File: src/rtl/mem_responder.sv
// mem_responder: single-port DEPTH x DATA_W memory behind a valid/ready request port.
// Latency: writes commit at the accept edge; read data is registered one cycle after accept.
// Backpressure: one-deep response slot; req_ready drops while a response waits on rsp_ready.
// Optional feature macro: MEM_RD_ERR_EN (flags reads of never-written locations on rsp_err).
module mem_responder #(
  parameter int DEPTH  = 16,
  parameter int ADDR_W = 4,
  parameter int DATA_W = 32
) (
  input  logic              clk,
  input  logic              rst_n,
  input  logic              req_valid,
  output logic              req_ready,
  input  logic              req_we,
  input  logic [ADDR_W-1:0] req_addr,
  input  logic [DATA_W-1:0] req_wdata,
  output logic              rsp_valid,
  input  logic              rsp_ready,
  output logic [DATA_W-1:0] rsp_rdata,
  output logic              rsp_err,
  output logic [7:0]        wr_count,
  output logic [7:0]        rd_count
);

  typedef enum logic {IDLE, RSP} state_t;

  state_t            state_q, state_d;
  logic [DATA_W-1:0] mem_q [DEPTH];
  logic [DATA_W-1:0] mem_d [DEPTH];
  logic [DATA_W-1:0] rsp_rdata_q, rsp_rdata_d;
  logic [7:0]        wr_count_q, wr_count_d;
  logic [7:0]        rd_count_q, rd_count_d;

  logic              acc, wr_acc, rd_acc, addr_ok;
  logic [31:0]       addr_ext;
  logic [DATA_W-1:0] rd_word;

  // The slot frees up in the same cycle it is being consumed, so back-to-back reads run bubble-free.
  assign rsp_valid = (state_q == RSP);
  assign req_ready = ~rsp_valid | rsp_ready;
  assign acc       = req_valid & req_ready;
  assign wr_acc    = acc & req_we;
  assign rd_acc    = acc & ~req_we;

  // Out-of-range addresses only exist when DEPTH is not a power of two.
  assign addr_ext  = {{(32-ADDR_W){1'b0}}, req_addr};
  assign addr_ok   = (addr_ext < 32'(DEPTH));
  assign rd_word   = addr_ok ? mem_q[req_addr] : '0;

  assign rsp_rdata = rsp_rdata_q;
  assign wr_count  = wr_count_q;
  assign rd_count  = rd_count_q;

  // Next-state for the response slot FSM.
  always_comb begin
    state_d = state_q;
    case (state_q)
      IDLE: if (rd_acc) state_d = RSP;
      RSP:  if (rsp_ready) state_d = rd_acc ? RSP : IDLE;
      default: state_d = IDLE;
    endcase
  end

  // Memory write, response data capture and saturating counters.
  always_comb begin
    mem_d       = mem_q;
    rsp_rdata_d = rsp_rdata_q;
    wr_count_d  = wr_count_q;
    rd_count_d  = rd_count_q;
    if (wr_acc) begin
      if (addr_ok) mem_d[req_addr] = req_wdata;
      if (wr_count_q != 8'hFF) wr_count_d = wr_count_q + 8'd1;
    end
    if (rd_acc) begin
      rsp_rdata_d = rd_word;
      if (rd_count_q != 8'hFF) rd_count_d = rd_count_q + 8'd1;
    end
  end

  // State, memory and counter registers.
  always_ff @(posedge clk or negedge rst_n) begin
    if (!rst_n) begin
      state_q     <= IDLE;
      rsp_rdata_q <= '0;
      wr_count_q  <= '0;
      rd_count_q  <= '0;
      for (int i = 0; i < DEPTH; i++) mem_q[i] <= '0;
    end else begin
      state_q     <= state_d;
      rsp_rdata_q <= rsp_rdata_d;
      wr_count_q  <= wr_count_d;
      rd_count_q  <= rd_count_d;
      for (int i = 0; i < DEPTH; i++) mem_q[i] <= mem_d[i];
    end
  end

`ifdef MEM_RD_ERR_EN
  logic [DEPTH-1:0] written_q, written_d;
  logic             rsp_err_q, rsp_err_d;

  // Track written locations; a read of an unwritten or out-of-range location reports an error.
  always_comb begin
    written_d = written_q;
    rsp_err_d = rsp_err_q;
    if (wr_acc && addr_ok) written_d[req_addr] = 1'b1;
    if (rd_acc) rsp_err_d = addr_ok ? ~written_q[req_addr] : 1'b1;
  end

  // Written map and error flag registers.
  always_ff @(posedge clk or negedge rst_n) begin
    if (!rst_n) begin
      written_q <= '0;
      rsp_err_q <= 1'b0;
    end else begin
      written_q <= written_d;
      rsp_err_q <= rsp_err_d;
    end
  end

  assign rsp_err = rsp_err_q;
`else
  assign rsp_err = 1'b0;
`endif

endmodule

File: config.mk
export PLATFORM = sky130hd
export DESIGN_NAME = mem_responder
export DESIGN_NICKNAME = d
export VERILOG_FILES = /design/src/rtl/mem_responder.sv
export SDC_FILE = /design/constraint.sdc
export NUM_CORES = 1
export LEC_CHECK = 0
export CORE_ASPECT_RATIO = 0.75
export CORE_MARGIN = 10
export CORE_UTILIZATION = 50
export DETAILED_ROUTE_END_ITERATION = 8
export GPL_ROUTABILITY_DRIVEN = 1
export HOLD_SLACK_MARGIN = 0.03
export PLACE_DENSITY = 0.67
export SYNTH_ARGS = -nofsm -noshare
export SYNTH_HDL_FRONTEND = slang
export SYNTH_SLANG_ARGS = --single-unit
File: constraint.sdc
create_clock -name clk -period 3.9 [get_ports clk]
set_input_delay 0.78 -clock clk [delete_from_list [all_inputs] [get_ports clk]]
set_output_delay 0.78 -clock clk [all_outputs]
set_load 0.03 [all_outputs]
==> results.rst <==
.. list-table::
   :header-rows: 1

   * - Metric
     - Value
   * - Remaining number of nets flagged by the antenna check after routing
     - 0
   * - Capturing point of the worst reg2reg path
     - mem_q[135]
   * - VDD IR-drop max
     - 0.334 mV
   * - Critical-path top delay cell
     - sky130_fd_sc_hd__clkdlybuf4s50_1
   * - Area share of the largest cell type after synthesis
     - 0.558
   * - Number of global-route vias before repair
     - between 15000 and 20000
   * - Proportion of synthesized flip-flops having asynchronous set or reset
     - 1.00
   * - Overall die height
     - 214 um
   * - Sum of routed wire length over all layers
     - 62600 um
   * - Clock latency of the later-clocked register in the worst-skew pair
     - 610 ps
   * - Final Max Tran Viols
     - 0
   * - Routability congestion estimate from global placement
     - 0.784
   * - Leakage
     - 0.0130 uW
   * - Die area
     - about 60000 sq um
   * - Crit Path Category
     - input port to output port
   * - Largest buffer count on any clock path
     - 3
   * - Global-route wire length before repair
     - 97600 um
   * - Initial antenna violation count
     - 6
   * - Yosys warns
     - 0
   * - Overall die width
     - 279 um
   * - Wire per inst
     - 25.4 um
   * - Final setup fails
     - 0
   * - Number of vias after detailed routing
     - 14700
   * - Synthesis-to-layout area growth
     - 14.5%
   * - IO buf count
     - 90
   * - Hold WC Path Type
     - input port to asynchronous set/reset pin
   * - Crit-path max FO
     - 7
   * - Setup fix buffers added after clock tree synthesis
     - 0
   * - Slew @ Worst Pin
     - 944 ps
   * - Flop and latch count out of synthesis
     - 561
   * - Cell-by-cell trace of the critical path
     - clkdlybuf4s50_1, nor2b_2, inv_1, clkdlybuf4s50_1
   * - Unrepaired setup endpoints after global routing
     - no
   * - Reg-to-reg critical path startpoint
     - rsp_valid
   * - CP Data Required Time
     - 3120 ps
   * - Count of H-tree levels built during CTS
     - 2
   * - Number of primary I/O pins
     - 92
   * - Biggest area contributors in the synthesized netlist
     - sky130_fd_sc_hd__dfrtp_1 56%, sky130_fd_sc_hd__mux2_2 23%, sky130_fd_sc_hd__mux4_2 6.4%
   * - Period Utilization, post-route
     - 0.821
   * - Setup TNS
     - 0 ps
   * - Main synth FF type
     - sky130_fd_sc_hd__dfrtp_1
   * - PwrDens
     - 544 nW/um^2
   * - Overflow left after global routing
     - 0
   * - Most frequent cells in the layout
     - 561 x sky130_fd_sc_hd__dfrtp_1, 517 x sky130_fd_sc_hd__mux2_2, 97 x sky130_fd_sc_hd__mux2i_1
   * - Post-layout net count
     - 1809
   * - Fraction of final layout cells with drive strength greater than 1
     - 0.424
   * - Row Count
     - 71
   * - CP endpoint kind
     - output port
   * - Via density per instance
     - 5.95
   * - Initial core utilization
     - 0.504
   * - TritonCTS buffer count
     - 56
   * - Total DRC errors in the routed layout
     - 0
   * - Worst reg2reg path depth
     - 5
   * - TritonCTS clock tree
     - done
   * - Synthesized netlist net count
     - about 1700
   * - Synth Area per Inst
     - between 10 and 15 sq um
   * - Root buffer selected by CTS
     - sky130_fd_sc_hd__clkbuf_16
   * - FF-to-FF setup slack
     - 1540 ps
   * - DR iter-0 viols
     - 1011
   * - Cell seen most often among critical-path stages
     - sky130_fd_sc_hd__clkdlybuf4s50_1
   * - Overall routing resource usage
     - 0.211
   * - Clock sink total
     - 561
   * - Pre-CTS setup slack
     - about 620 ps
   * - Final worst path period need
     - 3200 ps
   * - Number of gates resized after cts
     - 0
   * - Core outline area
     - 49900 sq um
   * - Clock transition at the registers of the reported paths
     - roughly 60 ps
   * - Largest area contributor in the netlist
     - sky130_fd_sc_hd__dfrtp_1
   * - Max transition margin
     - 0.371
   * - Sequential cell area fraction in the yosys report
     - 0.558
   * - Status
     - completed
   * - Detailed Place HPWL
     - 37800 um
   * - Number of instances in the synthesized netlist
     - between 1500 and 2000
   * - Critical Path AT
     - roughly 2400 ps
   * - Leading cell type in the layout, fill and taps excluded
     - sky130_fd_sc_hd__dfrtp_1
   * - Count of cell types in the netlist
     - 50
   * - Post-Route Skew
     - 14.0 ps
   * - MaxCap Viol Count
     - 0
   * - Number of detailed-routing iterations run before antenna repair
     - 6
   * - Post-synth EDFFs
     - 0
   * - Maximum number of pins on one net before global-route repair
     - 94
   * - Final Worst Setup Slack
     - 697 ps
   * - Max Freq
     - between 0.3 and 0.4 GHz
   * - Netlist area before placement
     - 25200 sq um
   * - CP max stage delay
     - 630 ps
   * - Final Hold Violating Endpoints
     - 0
   * - Count of hold-fix buffers inserted at cts
     - 0
   * - Nature of the critical path startpoint
     - input port
## Yosys cell counts, types with 2 or more instances
| cell type | instances |
|---|---|
| sky130_fd_sc_hd__dfrtp_1 | 561 |
| sky130_fd_sc_hd__mux2_2 | 517 |
| sky130_fd_sc_hd__mux2i_1 | 97 |
| sky130_fd_sc_hd__buf_2 | 72 |
| sky130_fd_sc_hd__mux4_2 | 71 |
| sky130_fd_sc_hd__clkbuf_1 | 55 |
| sky130_fd_sc_hd__nor2_1 | 44 |
| sky130_fd_sc_hd__nand2_1 | 25 |
| sky130_fd_sc_hd__a21oi_1 | 20 |
| sky130_fd_sc_hd__a2111oi_0 | 19 |
| sky130_fd_sc_hd__a221oi_1 | 19 |
| sky130_fd_sc_hd__o21ai_0 | 19 |
| sky130_fd_sc_hd__o22ai_1 | 19 |
| sky130_fd_sc_hd__mux2_1 | 17 |
| sky130_fd_sc_hd__nor2b_1 | 15 |
| sky130_fd_sc_hd__nand2b_1 | 13 |
| sky130_fd_sc_hd__a211o_1 | 12 |
| sky130_fd_sc_hd__a22o_1 | 12 |
| sky130_fd_sc_hd__buf_4 | 12 |
| sky130_fd_sc_hd__a31oi_1 | 11 |
| sky130_fd_sc_hd__xor2_1 | 10 |
| sky130_fd_sc_hd__nand3_1 | 9 |
| sky130_fd_sc_hd__buf_1 | 4 |
| sky130_fd_sc_hd__nand4_1 | 4 |
| sky130_fd_sc_hd__nor4_1 | 4 |
| sky130_fd_sc_hd__nor2_2 | 3 |
| sky130_fd_sc_hd__nor3_1 | 3 |
| sky130_fd_sc_hd__nor3b_1 | 3 |
| sky130_fd_sc_hd__xnor2_1 | 3 |
| sky130_fd_sc_hd__and3_1 | 2 |
| sky130_fd_sc_hd__ha_1 | 2 |
| sky130_fd_sc_hd__nand3b_1 | 2 |
| sky130_fd_sc_hd__or3_1 | 2 |
## routing by layer
layer / up-vias / wire length [um] / global-route usage
li1: 6403 / - / -
met5: - / 65 / 0
met4: 8 / 1170 / 0.0499
met3: 87 / 3290 / 0.0408
met2: 277 / 27800 / 0.315
met1: 7904 / 30200 / 0.313
## registers in the layout (all words and copies together) (netlist names)
| signal | cells |
|---|---|
| mem_q | 512 |
| rsp_rdata | 32 |
| rd_count | 8 |
| wr_count | 8 |
| rsp_valid | 1 |
## cell type report
cell class | instances | area [sq um]
antenna | 1 | 2.50
multi-input combinational | 993 | 10500
fill | 3928 | 21100
sequential | 561 | 14000
clock inverter | 13 | 121
timing repair buffer | 153 | 1620
inverter | 1 | 3.75
tap | 657 | 822
clock buffer | 86 | 1690
## worst max-delay path, delay by kind of cell
kind	cells	cell delay, ps
buffers and inverters	3	1230
AND/OR/NAND/NOR	1	410
## logic make-up after synthesis
| kind of cell | synth area share |
|---|---|
| compound gates | 0.0374 |
| xor+xnor | 0.00453 |
| fa+ha+maj | 0.000995 |
| buf+inv | 0.0269 |
| flops | 0.558 |
| mux | 0.341 |
| other cells | 0.000149 |
| simple gates | 0.0309 |
## power breakdown
part	switching, uW	internal (uW)	leakage, uW	total (uW)
sequential	648	6950	0.00720	7600
clock	2250	3080	0.000895	5330
combinational	1200	1550	0.00493	2750
total	4100	11600	0.0130	15700
## metrics by stage
step	utilization	cell area, sq um	hold WS, ps	cells	total power, uW
floorplan	-	25200	453	1698	9440
global placement	0.541	27000	463	2365	10300
detailed placement	0.541	27000	471	2365	10500
CTS	0.577	28800	189	2464	15800
global route	0.577	28800	227	2464	16400
finish	0.577	28800	188	2465	15700
## worst max path at each step
stage | start | end | slack (ps) | depth (start not counted)
6_report | rsp_ready | req_ready | 700 | 4
5_1_grt | rsp_ready | req_ready | 600 | 4
4_1_cts | rsp_ready | req_ready | 700 | 4
3_5_place_dp | req_we | mem_q[135] | 620 | 6
3_3_place_gp | req_we | mem_q[134] | 710 | 6
2_1_floorplan | req_addr[2] | rsp_rdata[3] | 1440 | 7
(Power assumes the default switching activity.)
